## src/rtl/state_streamer_if.sv

```systemverilog
// Handshake and data bundle between the state streamer and its
// producer/consumer side; master is the streamer itself.
interface state_streamer_if #(
   parameter int STATE_BYTES = 64
);
   logic [7:0]               live_byte;
   logic                     start;
   logic                     abort;
   logic [STATE_BYTES*8-1:0] state_in;
   logic                     ack;
   logic [7:0]               output_byte;
   logic                     byte_valid;
   logic                     busy;
   logic                     hold_target;
   logic                     done;

   modport master (
      input  live_byte, start, abort, state_in, ack,
      output output_byte, byte_valid, busy, hold_target, done
   );

   modport slave (
      output live_byte, start, abort, state_in, ack,
      input  output_byte, byte_valid, busy, hold_target, done
   );
endinterface

```

## src/rtl/state_streamer.sv

```systemverilog
// Snapshots a wide state vector and streams it as a framed byte
// sequence: header, data bytes LSB-first, optional checksum.
module state_streamer #(
   parameter int         STATE_BYTES   = 64,
   parameter logic [7:0] HEADER_BYTE   = 8'hA5,
   parameter bit         SEND_CHECKSUM = 1'b1
) (
   input  logic             clk,
   input  logic             rst,
   state_streamer_if.master bus
);
   localparam int W  = STATE_BYTES * 8;
   localparam int CW = $clog2(STATE_BYTES + 1);
   localparam logic [CW-1:0] LAST = CW'(STATE_BYTES - 1);
   localparam logic [CW-1:0] ONE  = CW'(1);

   localparam logic [2:0] S_IDLE   = 3'd0;
   localparam logic [2:0] S_HEADER = 3'd1;
   localparam logic [2:0] S_DATA   = 3'd2;
   localparam logic [2:0] S_CSUM   = 3'd3;
   localparam logic [2:0] S_FINISH = 3'd4;

   logic [2:0]    state_q, state_d;
   logic [W-1:0]  snap_q, snap_d;
   logic [CW-1:0] cnt_q, cnt_d, cnt_nxt;
   logic [7:0]    acc_q, acc_d, acc_sum;
   logic [7:0]    obyte_q, obyte_d;
   logic          valid_q, valid_d;
   logic          done_q, done_d;
   logic          busy;

   assign busy = (state_q == S_HEADER) ||
                 (state_q == S_DATA) ||
                 (state_q == S_CSUM);

   always_comb begin
      cnt_nxt = cnt_q + ONE;
      acc_sum = acc_q + obyte_q;
      state_d = state_q;
      snap_d  = snap_q;
      cnt_d   = cnt_q;
      acc_d   = acc_q;
      obyte_d = obyte_q;
      valid_d = valid_q;
      done_d  = 1'b0;
      unique case (state_q)
         S_IDLE: begin
            obyte_d = bus.live_byte;
            if (bus.start && !bus.abort) begin
               state_d = S_HEADER;
               snap_d  = bus.state_in;
               cnt_d   = '0;
               acc_d   = '0;
               obyte_d = HEADER_BYTE;
               valid_d = 1'b1;
            end
         end
         S_HEADER: begin
            if (bus.ack) begin
               state_d = S_DATA;
               obyte_d = snap_q[7:0];
            end
         end
         S_DATA: begin
            if (bus.ack) begin
               acc_d = acc_sum;
               if (cnt_q != LAST) begin
                  cnt_d   = cnt_nxt;
                  obyte_d = 8'(snap_q >> {cnt_nxt, 3'b000});
               end else if (SEND_CHECKSUM) begin
                  state_d = S_CSUM;
                  obyte_d = 8'h00 - acc_sum;
               end else begin
                  state_d = S_FINISH;
                  valid_d = 1'b0;
                  done_d  = 1'b1;
               end
            end
         end
         S_CSUM: begin
            if (bus.ack) begin
               state_d = S_FINISH;
               valid_d = 1'b0;
               done_d  = 1'b1;
            end
         end
         S_FINISH: state_d = S_IDLE;
         default:  state_d = S_IDLE;
      endcase
      // abort beats any ack on the same edge, including the last one
      if (busy && bus.abort) begin
         state_d = S_IDLE;
         valid_d = 1'b0;
         done_d  = 1'b0;
         obyte_d = bus.live_byte;
      end
   end

   always_ff @(posedge clk or posedge rst) begin
      if (rst) begin
         state_q <= S_IDLE;
         snap_q  <= '0;
         cnt_q   <= '0;
         acc_q   <= '0;
         obyte_q <= '0;
         valid_q <= 1'b0;
         done_q  <= 1'b0;
      end else begin
         state_q <= state_d;
         snap_q  <= snap_d;
         cnt_q   <= cnt_d;
         acc_q   <= acc_d;
         obyte_q <= obyte_d;
         valid_q <= valid_d;
         done_q  <= done_d;
      end
   end

   assign bus.output_byte = obyte_q;
   assign bus.byte_valid  = valid_q;
   assign bus.busy        = busy;
   assign bus.hold_target = busy;
   assign bus.done        = done_q;
endmodule

```

## src/flat_wrapper.sv

```systemverilog
// flat-port wrapper written by rule: the top's interface ports become plain ports
module state_streamer_flat 
#(
   parameter int         STATE_BYTES   = 64,
   parameter logic [7:0] HEADER_BYTE   = 8'hA5,
   parameter bit         SEND_CHECKSUM = 1'b1
)
  (clk, rst, bus_live_byte, bus_start, bus_abort, bus_state_in, bus_ack, bus_output_byte, bus_byte_valid, bus_busy, bus_hold_target, bus_done);
  state_streamer_if #(.STATE_BYTES(STATE_BYTES)) bus_i ();
  input  logic clk;
  input  logic rst;
  input wire logic [$bits(bus_i.live_byte)-1:0] bus_live_byte;
  input wire logic [$bits(bus_i.start)-1:0] bus_start;
  input wire logic [$bits(bus_i.abort)-1:0] bus_abort;
  input wire logic [$bits(bus_i.state_in)-1:0] bus_state_in;
  input wire logic [$bits(bus_i.ack)-1:0] bus_ack;
  output wire logic [$bits(bus_i.output_byte)-1:0] bus_output_byte;
  output wire logic [$bits(bus_i.byte_valid)-1:0] bus_byte_valid;
  output wire logic [$bits(bus_i.busy)-1:0] bus_busy;
  output wire logic [$bits(bus_i.hold_target)-1:0] bus_hold_target;
  output wire logic [$bits(bus_i.done)-1:0] bus_done;
  assign bus_i.live_byte = bus_live_byte;
  assign bus_i.start = bus_start;
  assign bus_i.abort = bus_abort;
  assign bus_i.state_in = bus_state_in;
  assign bus_i.ack = bus_ack;
  assign bus_output_byte = bus_i.output_byte;
  assign bus_byte_valid = bus_i.byte_valid;
  assign bus_busy = bus_i.busy;
  assign bus_hold_target = bus_i.hold_target;
  assign bus_done = bus_i.done;
  state_streamer #(.STATE_BYTES(STATE_BYTES), .HEADER_BYTE(HEADER_BYTE), .SEND_CHECKSUM(SEND_CHECKSUM)) u_core (.clk(clk), .rst(rst), .bus(bus_i));
endmodule
```

## config.mk

```make
export PLATFORM = sky130hd
export DESIGN_NAME = state_streamer_flat
export DESIGN_NICKNAME = d
export VERILOG_FILES = /design/src/rtl/state_streamer_if.sv /design/src/rtl/state_streamer.sv /design/src/flat_wrapper.sv
export SDC_FILE = /design/constraint.sdc
export NUM_CORES = 2
export LEC_CHECK = 0
export CAP_MARGIN = 10
export CORE_MARGIN = 2
export CORE_UTILIZATION = 47
export DETAILED_ROUTE_END_ITERATION = 8
export DONT_BUFFER_PORTS = 1
export PLACE_DENSITY = 0.73
export SYNTH_ARGS = -nofsm -noshare
export SYNTH_HDL_FRONTEND = slang
export SYNTH_SLANG_ARGS = --single-unit
```

## constraint.sdc

```tcl
create_clock -name clk -period 21.2 [get_ports clk]
set_input_delay 6.36 -clock clk [delete_from_list [all_inputs] [get_ports clk]]
set_output_delay 6.36 -clock clk [all_outputs]
set_load 0.02 [all_outputs]
```

==> results by group <==
Clocking
  – Post-CTS Setup Bufs: 0
  – Root buffer cell: clkbuf_16
  – H-tree depth: 2
  – Inserted Clock Buffers: 57
  – Clock Latency Late Sink: 0.62 ns
  – CTS tree: built
  – Post-CTS sizing: 0
  – Max Root-Sink Buffers: 3
  – Cts hold-fix bufs: 0
  – Clock Sinks: 540
  – Reg clk slew, reported paths: 0.06 ns

STA
  – Hold Vio Cnt, Final: 0
  – RSZ-0062 raised after global routing: false
  – Worst Slack Setup Final: 12.45 ns
  – Setup TNS: 0 ns
  – Skew final: 0.0251 ns
  – Worst slew pin tran: 1.13 ns
  – Slew Limit Fails: 0
  – Hold Slack: 0.500 ns
  – Max Fclk: 114 MHz
  – Tmin final: 8.75 ns
  – # setup viols final: 0
  – Fin crit share: 0.413
  – Headroom to the max-slew limit: 0.250

Placement
  – DP Cell Count: 2,170
  – Port Buffers: 0
  – Placed instance area: 0.0256 mm^2
  – Gpl congestion: 0.842
  – Post-Place Setup Slack: 11.95 ns
  – Hpwl dp: 48,300 um

Power and ir drop
  – Pint: 3.31 mW
  – Sw power: 1.65 mW
  – Peak VDD IR: 0.000117 V
  – Switching part of the total power: 0.333
  – Pwr Density: 179 mW/mm^2
  – Power share of the sequential group: 0.381
  – Power, Total: 4.96 mW
  – Logic pwr share: 0.409
  – Static leakage: 11.0 nW
  – Clk pwr share: 0.211

Synthesis
  – Post-synth EDFFs: 0
  – Seq cells post-synth: 540
  – Top cells by area, synth: dfrtp_1, mux2_2, mux4_2, buf_2, mux2i_1
  – Synthesized area: 0.0251 mm^2
  – Synth top area share: 0.539
  – Synth unique cells: 55
  – Cell count after synthesis: 1,568
  – Most used flip-flop cell after synthesis: dfrtp_1
  – Async S/R FF share, synth: 1.00
  – Synthesized area per cell: 16.0 um^2
  – Syn. warnings: 0
  – Post-Syn Nets: 2,103
  – Synth area leader: dfrtp_1
  – Sequential area share after synthesis: 0.539

Floorplanning
  – Die span in y: 235 um
  – DIE AREA: 0.0552 mm^2
  – Top Ports: 537
  – Die X-Extent: 235 um
  – Initial core utilization: 0.476
  – Row count: 84
  – Core box area: 0.0527 mm^2

Routing
  – Vias: 14.0k
  – # DRC: 0
  – DRT Wirelength: 66,400 um
  – Vias per Instance: 6.05
  – Antenna-violating nets left: 0
  – 1st-iter DRT viols: 901
  – DRT Pass-1 Iters: 5
  – Wire per inst: 28.7 um

Finish
  – Final Core Density: 0.525
  – Fraction of layout cells with a size suffix above 1: 0.494
  – Most frequent cells in the layout: dfrtp_1, mux2_2, mux4_2, clkbuf_16, mux2i_1
  – Fin cells: 2,311
  – Design Area, Final: 0.0276 mm^2
  – Most common cell after layout, fill and taps aside: dfrtp_1
  – Synth-to-layout area growth: 10.2%
  – Nets@finish: 2,076

Worst hold path
  – HP Start: u_core.snap_q[358]$_DFFE_PP0P_
  – WHS Path Cells: 1
  – Type of the most critical hold path: reg2reg
  – Worst Hold End: u_core.snap_q[358]$_DFFE_PP0P_

GRT
  – Grt total ovfl: 0
  – Initial antenna violation count: 52
  – First-pass GRT wire length: 98,000 um
  – Vias in the first global route: 14.9k
  – Largest net degree at the start of global routing: 190
  – Gr usage total: 0.237

Setup path
  – Reg2reg path depth: 9
  – Crit path kind: in2reg
  – Reg-to-reg critical path endpoint: u_core.bus.output_byte[7]$_DFFE_PP0P_
  – Worst R2R Setup Slack: 16.34 ns
  – Crit Reg-Reg Startpoint: u_core.cnt_q[0]$_DFFE_PP0P_
  – Worst Setup End Kind: flop
  – Startpoint types: primary input
  – WP data arrival: 9.23 ns
  – CP Data Required Time: 21.68 ns
  – Crit path max fanout: 183

Run
  – Maximum capacitance violations: 0

Outcome
  – Status: completed
## cells by family after synthesis
group	synth area share
flops	0.539
fa+ha+maj	0.00609
buf+inv	0.0250
xor+xnor	0.00683
compound gates	0.0279
simple gates	0.0184
mux	0.377
## power by group through the flow
stage / sequential [mW] / combinational, mW / clock [mW]
after global placement: 1.86 / 2.01 / 0
final: 1.89 / 2.03 / 1.04
after floorplan: 1.75 / 1.63 / 0
after detailed placement: 1.90 / 2.05 / 0
after global routing: 1.95 / 2.17 / 1.11
after CTS: 1.89 / 2.06 / 1.06
## cell usage after synthesis, types with 3 or more instances
cell type / n
ha_1: 9
buf_6: 11
mux2i_1: 24
xor2_1: 5
nand2b_1: 5
clkbuf_1: 22
o21ai_1: 7
mux4_2: 151
a22o_1: 20
a21o_1: 4
dfrtp_1: 540
o22ai_1: 5
nor2b_1: 10
and2_1: 3
nand2_1: 21
a221oi_1: 3
a211oi_1: 7
nand3_1: 11
and3_1: 3
o211ai_1: 3
xnor2_1: 7
mux2_2: 515
buf_2: 57
buf_4: 10
nor3_1: 9
inv_1: 11
o21ai_0: 18
nor4_1: 4
nor2_1: 22
a21oi_1: 20
## worst max-delay path: stages
cell and delay [ns]:
inv_1 0.09, nand2_1 0.12, nor4_2 0.35, buf_4 0.87, buf_12 0.70, mux2_2 0.42
## area by class of cell
| cell class | instances | area [um^2] |
|---|---|---|
| inverters | 11 | 45.0 |
| clock buffers | 84 | 1700 |
| diodes | 35 | 87.6 |
| clock inverters | 22 | 283 |
| multi-input cells | 915 | 11000 |
| well taps | 688 | 861 |
| repair buffers | 16 | 170 |
| flip-flops and latches | 540 | 13500 |
| fillers | 4202 | 25000 |
## layer usage
metal,vias up,track usage,wire length [um]
li1,5939,-,-
met4,32,0.0980,2040
met3,139,0.0811,5690
met5,-,0,201
met2,530,0.380,32700
met1,7337,0.296,25800
## worst max-delay path by stage
stage	from	to
after floorplan	rst	u_core.acc_q[0]$_DFFE_PP0P_
after global placement	bus_abort	u_core.snap_q[179]$_DFFE_PP0P_
after detailed placement	bus_abort	u_core.snap_q[431]$_DFFE_PP0P_
after CTS	bus_abort	u_core.snap_q[431]$_DFFE_PP0P_
after global routing	bus_abort	u_core.snap_q[171]$_DFFE_PP0P_
final	bus_abort	u_core.snap_q[402]$_DFFE_PP0P_
## flip-flops by register name (all words and copies together), names as in the netlist
name,count
u_core.bus.byte_valid,1
u_core.snap_q,512
u_core.cnt_q,7
u_core.bus.output_byte,8
u_core.state_q,3
u_core.bus.done,1
u_core.acc_q,8
Power figures use the tool's default switching activity.
